<file path="src/rtl/gyro_spi_controller.sv">
// Drives the shared SPI byte engine: configures the L3G4200D after reset, then
// periodically burst-reads the X/Y/Z rate registers and publishes signed samples.
module gyro_spi_controller #(
  parameter logic [19:0] STARTUP_CYCLES = 20'd100000,
  parameter logic [23:0] SAMPLE_PERIOD  = 24'd1000000,
  parameter logic [7:0]  SS_GAP         = 8'd16,
  parameter logic [19:0] TIMEOUT        = 20'd200000,
  parameter logic [7:0]  CFG1_DATA      = 8'h0F,
  parameter logic [7:0]  CFG4_DATA      = 8'h00
) (
  input  logic               clk,
  input  logic               rst,
  input  logic               enable,
  input  logic               spi_done,
  input  logic [7:0]         spi_rx,
  output logic               spi_start,
  output logic [7:0]         spi_tx,
  output logic               spi_ss,
  output logic signed [15:0] x_rate,
  output logic signed [15:0] y_rate,
  output logic signed [15:0] z_rate,
  output logic               sample_valid,
  output logic               cfg_done,
  output logic               err
);

  localparam logic [19:0] GAP_LAST = {12'd0, SS_GAP} - 20'd1;
  localparam logic [23:0] PER_LAST = SAMPLE_PERIOD - 24'd1;

  typedef enum logic [2:0] {STARTUP, GAP, CFG_ADDR, CFG_DATA, IDLE, RD_ADDR, RD_BYTE} state_t;

  state_t      state, state_n;
  logic [19:0] cnt;
  logic [23:0] per_cnt;
  logic        cfg_idx;
  logic [2:0]  byte_idx;
  logic [7:0]  xl, xh, yl, yh, zl;

  logic       xfer, timeout_hit;
  logic       issue, frame_end, abort, capture, publish, cfg_next, cfg_finish;
  logic [7:0] tx_n;

  assign xfer        = (state == CFG_ADDR) || (state == CFG_DATA) ||
                       (state == RD_ADDR)  || (state == RD_BYTE);
  // A done arriving in the same cycle as expiry wins over the timeout
  assign timeout_hit = xfer && !spi_done && (cnt >= TIMEOUT);

  always_comb begin
    state_n    = state;
    issue      = 1'b0;
    tx_n       = spi_tx;
    frame_end  = 1'b0;
    abort      = 1'b0;
    capture    = 1'b0;
    publish    = 1'b0;
    cfg_next   = 1'b0;
    cfg_finish = 1'b0;
    if (timeout_hit) begin
      state_n = STARTUP;
      abort   = 1'b1;
    end else begin
      case (state)
        STARTUP: if (cnt >= STARTUP_CYCLES) begin
          state_n = CFG_ADDR;
          issue   = 1'b1;
          tx_n    = 8'h20;
        end
        CFG_ADDR: if (spi_done) begin
          state_n = CFG_DATA;
          issue   = 1'b1;
          tx_n    = cfg_idx ? CFG4_DATA : CFG1_DATA;
        end
        CFG_DATA: if (spi_done) begin
          state_n   = GAP;
          frame_end = 1'b1;
        end
        // The gap exit decides between the second config frame and idling
        GAP: if (cnt >= GAP_LAST) begin
          if (!cfg_done && !cfg_idx) begin
            state_n  = CFG_ADDR;
            issue    = 1'b1;
            tx_n     = 8'h23;
            cfg_next = 1'b1;
          end else begin
            state_n    = IDLE;
            cfg_finish = !cfg_done;
          end
        end
        IDLE: if (enable && (per_cnt >= PER_LAST)) begin
          state_n = RD_ADDR;
          issue   = 1'b1;
          tx_n    = 8'hE8;
        end
        RD_ADDR: if (spi_done) begin
          state_n = RD_BYTE;
          issue   = 1'b1;
          tx_n    = 8'h00;
        end
        RD_BYTE: if (spi_done) begin
          capture = 1'b1;
          if (byte_idx == 3'd5) begin
            state_n   = GAP;
            frame_end = 1'b1;
            publish   = 1'b1;
          end else begin
            issue = 1'b1;
            tx_n  = 8'h00;
          end
        end
        default: state_n = STARTUP;
      endcase
    end
  end

  // The first sample after configuration goes out as soon as reads are enabled
  always_ff @(posedge clk) begin
    if (rst) begin
      state        <= STARTUP;
      cnt          <= '0;
      per_cnt      <= '0;
      cfg_idx      <= 1'b0;
      byte_idx     <= '0;
      xl           <= '0;
      xh           <= '0;
      yl           <= '0;
      yh           <= '0;
      zl           <= '0;
      spi_start    <= 1'b0;
      spi_tx       <= '0;
      spi_ss       <= 1'b1;
      x_rate       <= '0;
      y_rate       <= '0;
      z_rate       <= '0;
      sample_valid <= 1'b0;
      cfg_done     <= 1'b0;
      err          <= 1'b0;
    end else begin
      state        <= state_n;
      spi_start    <= issue;
      sample_valid <= publish;
      if ((state_n != state) || issue)
        cnt <= '0;
      else if (cnt != '1)
        cnt <= cnt + 20'd1;
      if (issue) begin
        spi_tx <= tx_n;
        spi_ss <= 1'b0;
      end else if (frame_end || abort) begin
        spi_ss <= 1'b1;
      end
      if (issue && (state_n == RD_ADDR))
        per_cnt <= '0;
      else if (cfg_finish)
        per_cnt <= PER_LAST;
      else if (per_cnt < PER_LAST)
        per_cnt <= per_cnt + 24'd1;
      if (state == STARTUP)
        cfg_idx <= 1'b0;
      else if (cfg_next)
        cfg_idx <= 1'b1;
      if (state == RD_ADDR)
        byte_idx <= '0;
      else if (capture)
        byte_idx <= byte_idx + 3'd1;
      if (capture) begin
        case (byte_idx)
          3'd0: xl <= spi_rx;
          3'd1: xh <= spi_rx;
          3'd2: yl <= spi_rx;
          3'd3: yh <= spi_rx;
          3'd4: zl <= spi_rx;
          default: ;
        endcase
      end
      // ZH is taken straight from the bus so all three axes update together
      if (publish) begin
        x_rate <= {xh, xl};
        y_rate <= {yh, yl};
        z_rate <= {spi_rx, zl};
      end
      if (abort) begin
        err      <= 1'b1;
        cfg_done <= 1'b0;
      end else if (cfg_finish) begin
        cfg_done <= 1'b1;
      end
    end
  end

endmodule

</file>
<file path="config.mk">
export PLATFORM = sky130hd
export DESIGN_NAME = gyro_spi_controller
export DESIGN_NICKNAME = d
export VERILOG_FILES = /design/src/rtl/gyro_spi_controller.sv
export SDC_FILE = /design/constraint.sdc
export NUM_CORES = 1
export LEC_CHECK = 0
export ABC_AREA = 1
export CAP_MARGIN = 5
export CORE_MARGIN = 3
export CORE_UTILIZATION = 33
export DETAILED_ROUTE_END_ITERATION = 8
export HOLD_SLACK_MARGIN = 0.1
export PLACE_DENSITY = 0.47
export REMOVE_ABC_BUFFERS = 1
export SLEW_MARGIN = 0
export SYNTH_ARGS = -nofsm -noshare
export SYNTH_HDL_FRONTEND = slang
export SYNTH_SLANG_ARGS = --single-unit
</file>
<file path="constraint.sdc">
create_clock -name clk -period 5 [get_ports clk]
set_clock_uncertainty 0.2 [all_clocks]
set_input_delay 1.5 -clock clk [delete_from_list [all_inputs] [get_ports clk]]
set_output_delay 1.5 -clock clk [all_outputs]
set_load 0.005 [all_outputs]
</file>
=== After elaboration in Yosys (flattened, before gate mapping) ===
Cells that the tools add are included.

* Flip-flop bits (word level): 152
* Input port bits: 12
* Output and inout bits: 61

* $add $sub $neg: 3
* $lt $le $gt $ge: 5
* Eq/ne operators: 22
* Multiplexer cells: 49
* Bitwise operators: 1
* Reductions and logical operators: 31

{| class="wikitable"
|+ Operators by type and width
! kind !! number
|-
| 2-to-1 mux 8 bit || 8
|-
| case mux 8 bit (6 select lines) || 1
|-
| 2-to-1 mux 20 bit || 2
|-
| 2-to-1 mux 3 bit || 10
|-
| adder 24 x 1 -> 24 bit, second input constant || 1
|-
| >= comparator 24 x 20 -> 1 bit, second input constant || 1
|-
| less-than comparator 24 x 20 -> 1 bit, second input constant || 1
|-
| 2-to-1 mux 1 bit || 24
|-
| case mux 3 bit (7 select lines) || 1
|-
| adder 20 x 1 -> 20 bit, second input constant || 1
|-
| >= comparator 20 x 17 -> 1 bit, second input constant || 1
|-
| >= comparator 20 x 18 -> 1 bit, second input constant || 1
|-
| >= comparator 20 x 4 -> 1 bit, second input constant || 1
|-
| != test 20 bit, second input constant || 1
|-
| == test 3 bit, second input constant || 6
|-
| != test 2 bit, second input constant || 8
|-
| == test 3 x 2 -> 1 bit, second input constant || 4
|-
| OR reduction 2 bit || 6
|-
| AND reduction 11 bit || 1
|-
| AND reduction 2 bit || 5
|-
| == test 3 x 1 -> 1 bit, second input constant || 2
|-
| zero test 3 bit || 2
|-
| nonzero test 6 bit || 1
|-
| logical AND 1 bit || 5
|-
| other kinds (10) || 17
|}

=== Depth between registers and ports, before layout ===
* Depth after elaboration: 10
* Mapped depth: 14

=== Least setup slack after synthesis ===
Ideal clock, no wire load.

* Kind: input -> register
* Start: input port spi_done
* End: register cnt[9]
* Data arrival time: 2.482 ns
* Required time: 4.683 ns
* Path slack: 2.201 ns
* Stages on the path: 11
* Path through: inv_1 nand2_1 o21ai_1 nand2_1 a21oi_2 nand2_1 nand2_1 nand2_1 nand4_2 buf_6 nor2_2

* Cells in the longest elaborated chain, start to end: 7
* Elaborated cells between the ends (all ways): 16

{| class="wikitable"
|+ RTL lines
! what !! line !! RTL
|-
| start, declared || 14 || <nowiki>input logic spi_done,</nowiki>
|-
| branches (longest 5 deep; another with case mux 3 bit (7 select lines)) || n/a ||
|-
| logical OR 1 bit * || 141 || <nowiki>if ((state_n != state) || issue)</nowiki>
|-
| OR reduction 2 bit (no line) * || n/a ||
|-
| end signal, assigned || 144 || <nowiki>cnt <= cnt + 20'd1;</nowiki>
|-
| end, declared || 33 || <nowiki>logic [19:0] cnt;</nowiki>
|}

Every way passes the cells marked *.
A chain may end at the register's enable or synchronous reset.

=== Worst setup path after layout ===
* Start: input port spi_done
* End: register x_rate[5]

* Cells in the longest elaborated chain, start to end: 4
* Elaborated cells between the ends (all ways): 6

{| class="wikitable"
|+ RTL lines
! what !! line !! RTL
|-
| zero test 1 bit || 46 || <nowiki>assign timeout_hit = xfer && !spi_done && (cnt >= TIMEOUT);</nowiki>
|-
| logical AND 1 bit (2 in a row) || 46 ||
|-
| 2-to-1 mux 1 bit * || 58 || <nowiki>if (timeout_hit) begin</nowiki>
|-
| end signal, assigned || 177 || <nowiki>x_rate <= {xh, xl};</nowiki>
|-
| end, declared || 19 || <nowiki>output logic signed [15:0] x_rate,</nowiki>
|}

Mark *: on every way between the ends. The rest lies on a longest branch, timed or not.

==> metrics.cfg <==
[timing]
unrepaired_setup_endpoints_after_global_routing=no
final_min_period_over_clock_period_pct=65.9
achievable-frequency_mhz=304
number_of_hold_violations_in_the_final_report=0
final_worst_slack_ns=1.71
max_slew_margin_pct=56.2
setup_viol=0
worst-slew-pin-transition_ns=0.655
tns_setup_ns=0
post-route-min-period_ns=3.29
drv_slew=0

[cts]
cts_tree=done
holdBufCountCts=0
cts_resized=0
clock_insertion_delay_worst_skew_ns=0.43
clock_tree.root_cell=clkbuf_16
sinks_on_clock_net=149
total_cts_buffers=17
cts-root-to-sink-buffers=2
cts_setup_buffers=0
clkSlewWorstSetupHoldPaths_ns=0.07
htreeDepth=4

[worst_setup_path]
reg2reg_slack_ns=2.37
timing_worst_setup_path_type=input pin to flip-flop
cp.required_ns=5.12
depth_of_the_worst_register_to_register_path=11
timing.critical_path.from_type=input pin
path_max_fanout=49
timing.critical_path.to_type=flip-flop
worst_ep_arrival_time_ns=3.41

[drt]
drt_drc_violations_left=0
vias=5673
drt_pass1_iterations=4
antenna_violation_net_count_after_detailed_routing=0
drt-initial-drc-count=318
avgViaCountPerCell=4.50
drt_wl_total_um=16900
wl_per_cell_um=13.4

[synth]
async_reset_ff_share_pct=0
synth.area.top_cells=dfxtp_1 44%, nor2_1 14%, o21ai_0 7.3%, nand2_1 6.8%, inv_1 3.8%
synth_enable_flop_cells=0
syn_avg_cell_area_um2=7.30
synth.yosys.seq_area_share_pct=44.3
synth_top_flop_cell=dfxtp_1
postSynthCellCount=921
top_cell_type_by_total_area_after_synthesis=dfxtp_1
yosys.area.top_type_share_pct=44.3
post_synth_instance_area_mm2=0.00673
ys_types=42
ys_seq_elements=149
ys_warnings=0
synthTopCellsByCount=249 x nor2_1, 149 x dfxtp_1, 121 x nand2_1
most_frequent_cell_after_synthesis=nor2_1

[grt]
grt_pass1_vias=5448
wire_length_of_the_first_global_routing_pass_um=28200
antenna_found_initial=0
grtUsageTotal_pct=15.8
grt_max_degree=80
grt-ovfl-total=0

[die]
dieHeight_um=149
boundaryPins=73
chipWidth_um=149
placeableCoreArea_mm2=0.0197
floorplan.initialDensity_pct=34.1
rows=51
dieArea_mm2=0.0221

[placed_design]
portBuffers=71
place_hpwl_um=11700
pre_cts_ws_ns=1.21
weighted_congestion_at_the_end_of_routability_driven_global_placement=0.822

[flow_run]
max_cap_violations=0

[power_and_ir_drop]
pwr_dens_mw_per_mm2=313
leakage_nw=3.44
vdd_ir_drop_max_v=0.000252

[min_path]
hold_class=flip-flop to flip-flop
whs_path_depth=2

[status]
outcome=complete, no violations

[layout]
area.growth.synth_to_final_pct=22.3
final_layout_size_suffix_gt1_share_pct=10.4
fin_nets=1004
antennaDiodeCount=0
final.fill_count=2048

==> stage by stage <==
step	cells	utilization (%)	total power, mW	hold slack [ns]	area, µm²
floorplan	890	-	1.29	0.208	6560
global placement	1230	38.8	1.34	0.214	7650
detailed placement	1230	38.8	1.34	0.217	7650
CTS	1262	41.7	2.61	0.227	8230
global route	1262	41.7	2.67	0.237	8230
finish	1262	41.7	2.58	0.226	8230
==> layer usage <==
metal	vias up	GRT usage [%]	share of wire [%]
li1	3066	-	-
met1	2496	21.9	51
met2	94	25.1	44
met3	17	3.31	3.3
met4	0	4.81	1.3
met5	-	0	0
==> power by group <==
group / total (mW) / internal, mW / switching [mW]
Clock: 1.27 / 0.716 / 0.551
Sequential: 1.20 / 1.20 / 0.00891
Combinational: 0.107 / 0.0377 / 0.0688
Total: 2.58 / 1.95 / 0.629
==> critical path, stage by stage <==
cell and delay [ns]:
clkdlybuf4s50_1 0.60, nand2_2 0.12, nor2_4 0.54, inv_1 0.09, buf_4 0.32, nor2_1 0.16, nor2_1 0.06
==> sequential cells by signal, summed over array words and instances, names as in the netlist, 3 cells and up <==
signal    cells
per_cnt      24
cnt          20
x_rate       16
y_rate       16
z_rate       16
xh            8
xl            8
yh            8
yl            8
zl            8
spi_tx        5
byte_idx      3
state         3
==> cell usage in the layout, fill, tap and decap left out, drive strengths merged <==
cell type,count
bufinv,1
clkinvlp,1
nand4,10
nand3b,3
o21a,1
o211ai,5
nor3,19
clkinv,5
buf,4
conb,1
a21oi,36
a31oi,2
a211oi,1
nand3,35
clkbuf,19
nor3b,1
or2,1
dfxtp,149
xnor2,8
xor2,17
o21ai,104
clkdlybuf4s50,71
o211a,1
nor2,277
nor4,1
ha,8
nand2,130
inv,86
==> area by class of cell <==
cell class,count,area [µm²],share of cell area [%]
tap,265,332,4.03
inverter,80,303,3.68
clock inverter,13,138,1.67
timing repair buffer,75,753,9.15
clock buffer,19,443,5.38
multi-input combinational,661,3280,39.8
sequential,149,2980,36.3
==> final timing paths <==
| path | start | to |
|---|---|---|
| max reg2reg | per_cnt[0] | cnt[15] |
| min | per_cnt[23] | per_cnt[23] |
| min reg2reg | per_cnt[23] | per_cnt[23] |
| max | spi_done | x_rate[5] |
==> cells by family (layout without fill, tap and decap cells) <==
logic type | count (synthesis) | in the layout | synth area share (%)
buffers and inverters | 111 | 187 | 6.96
AO/OA/AOI/OAI | 150 | 150 | 11.8
XOR/XNOR | 25 | 25 | 3.25
AND/OR/NAND/NOR | 477 | 477 | 32.1
adder cells (fa/ha/maj) | 8 | 8 | 1.49
other | 1 | 1 | 0.0557
flip-flops | 149 | 149 | 44.3
Note: power is estimated with default switching activity, not from simulation.
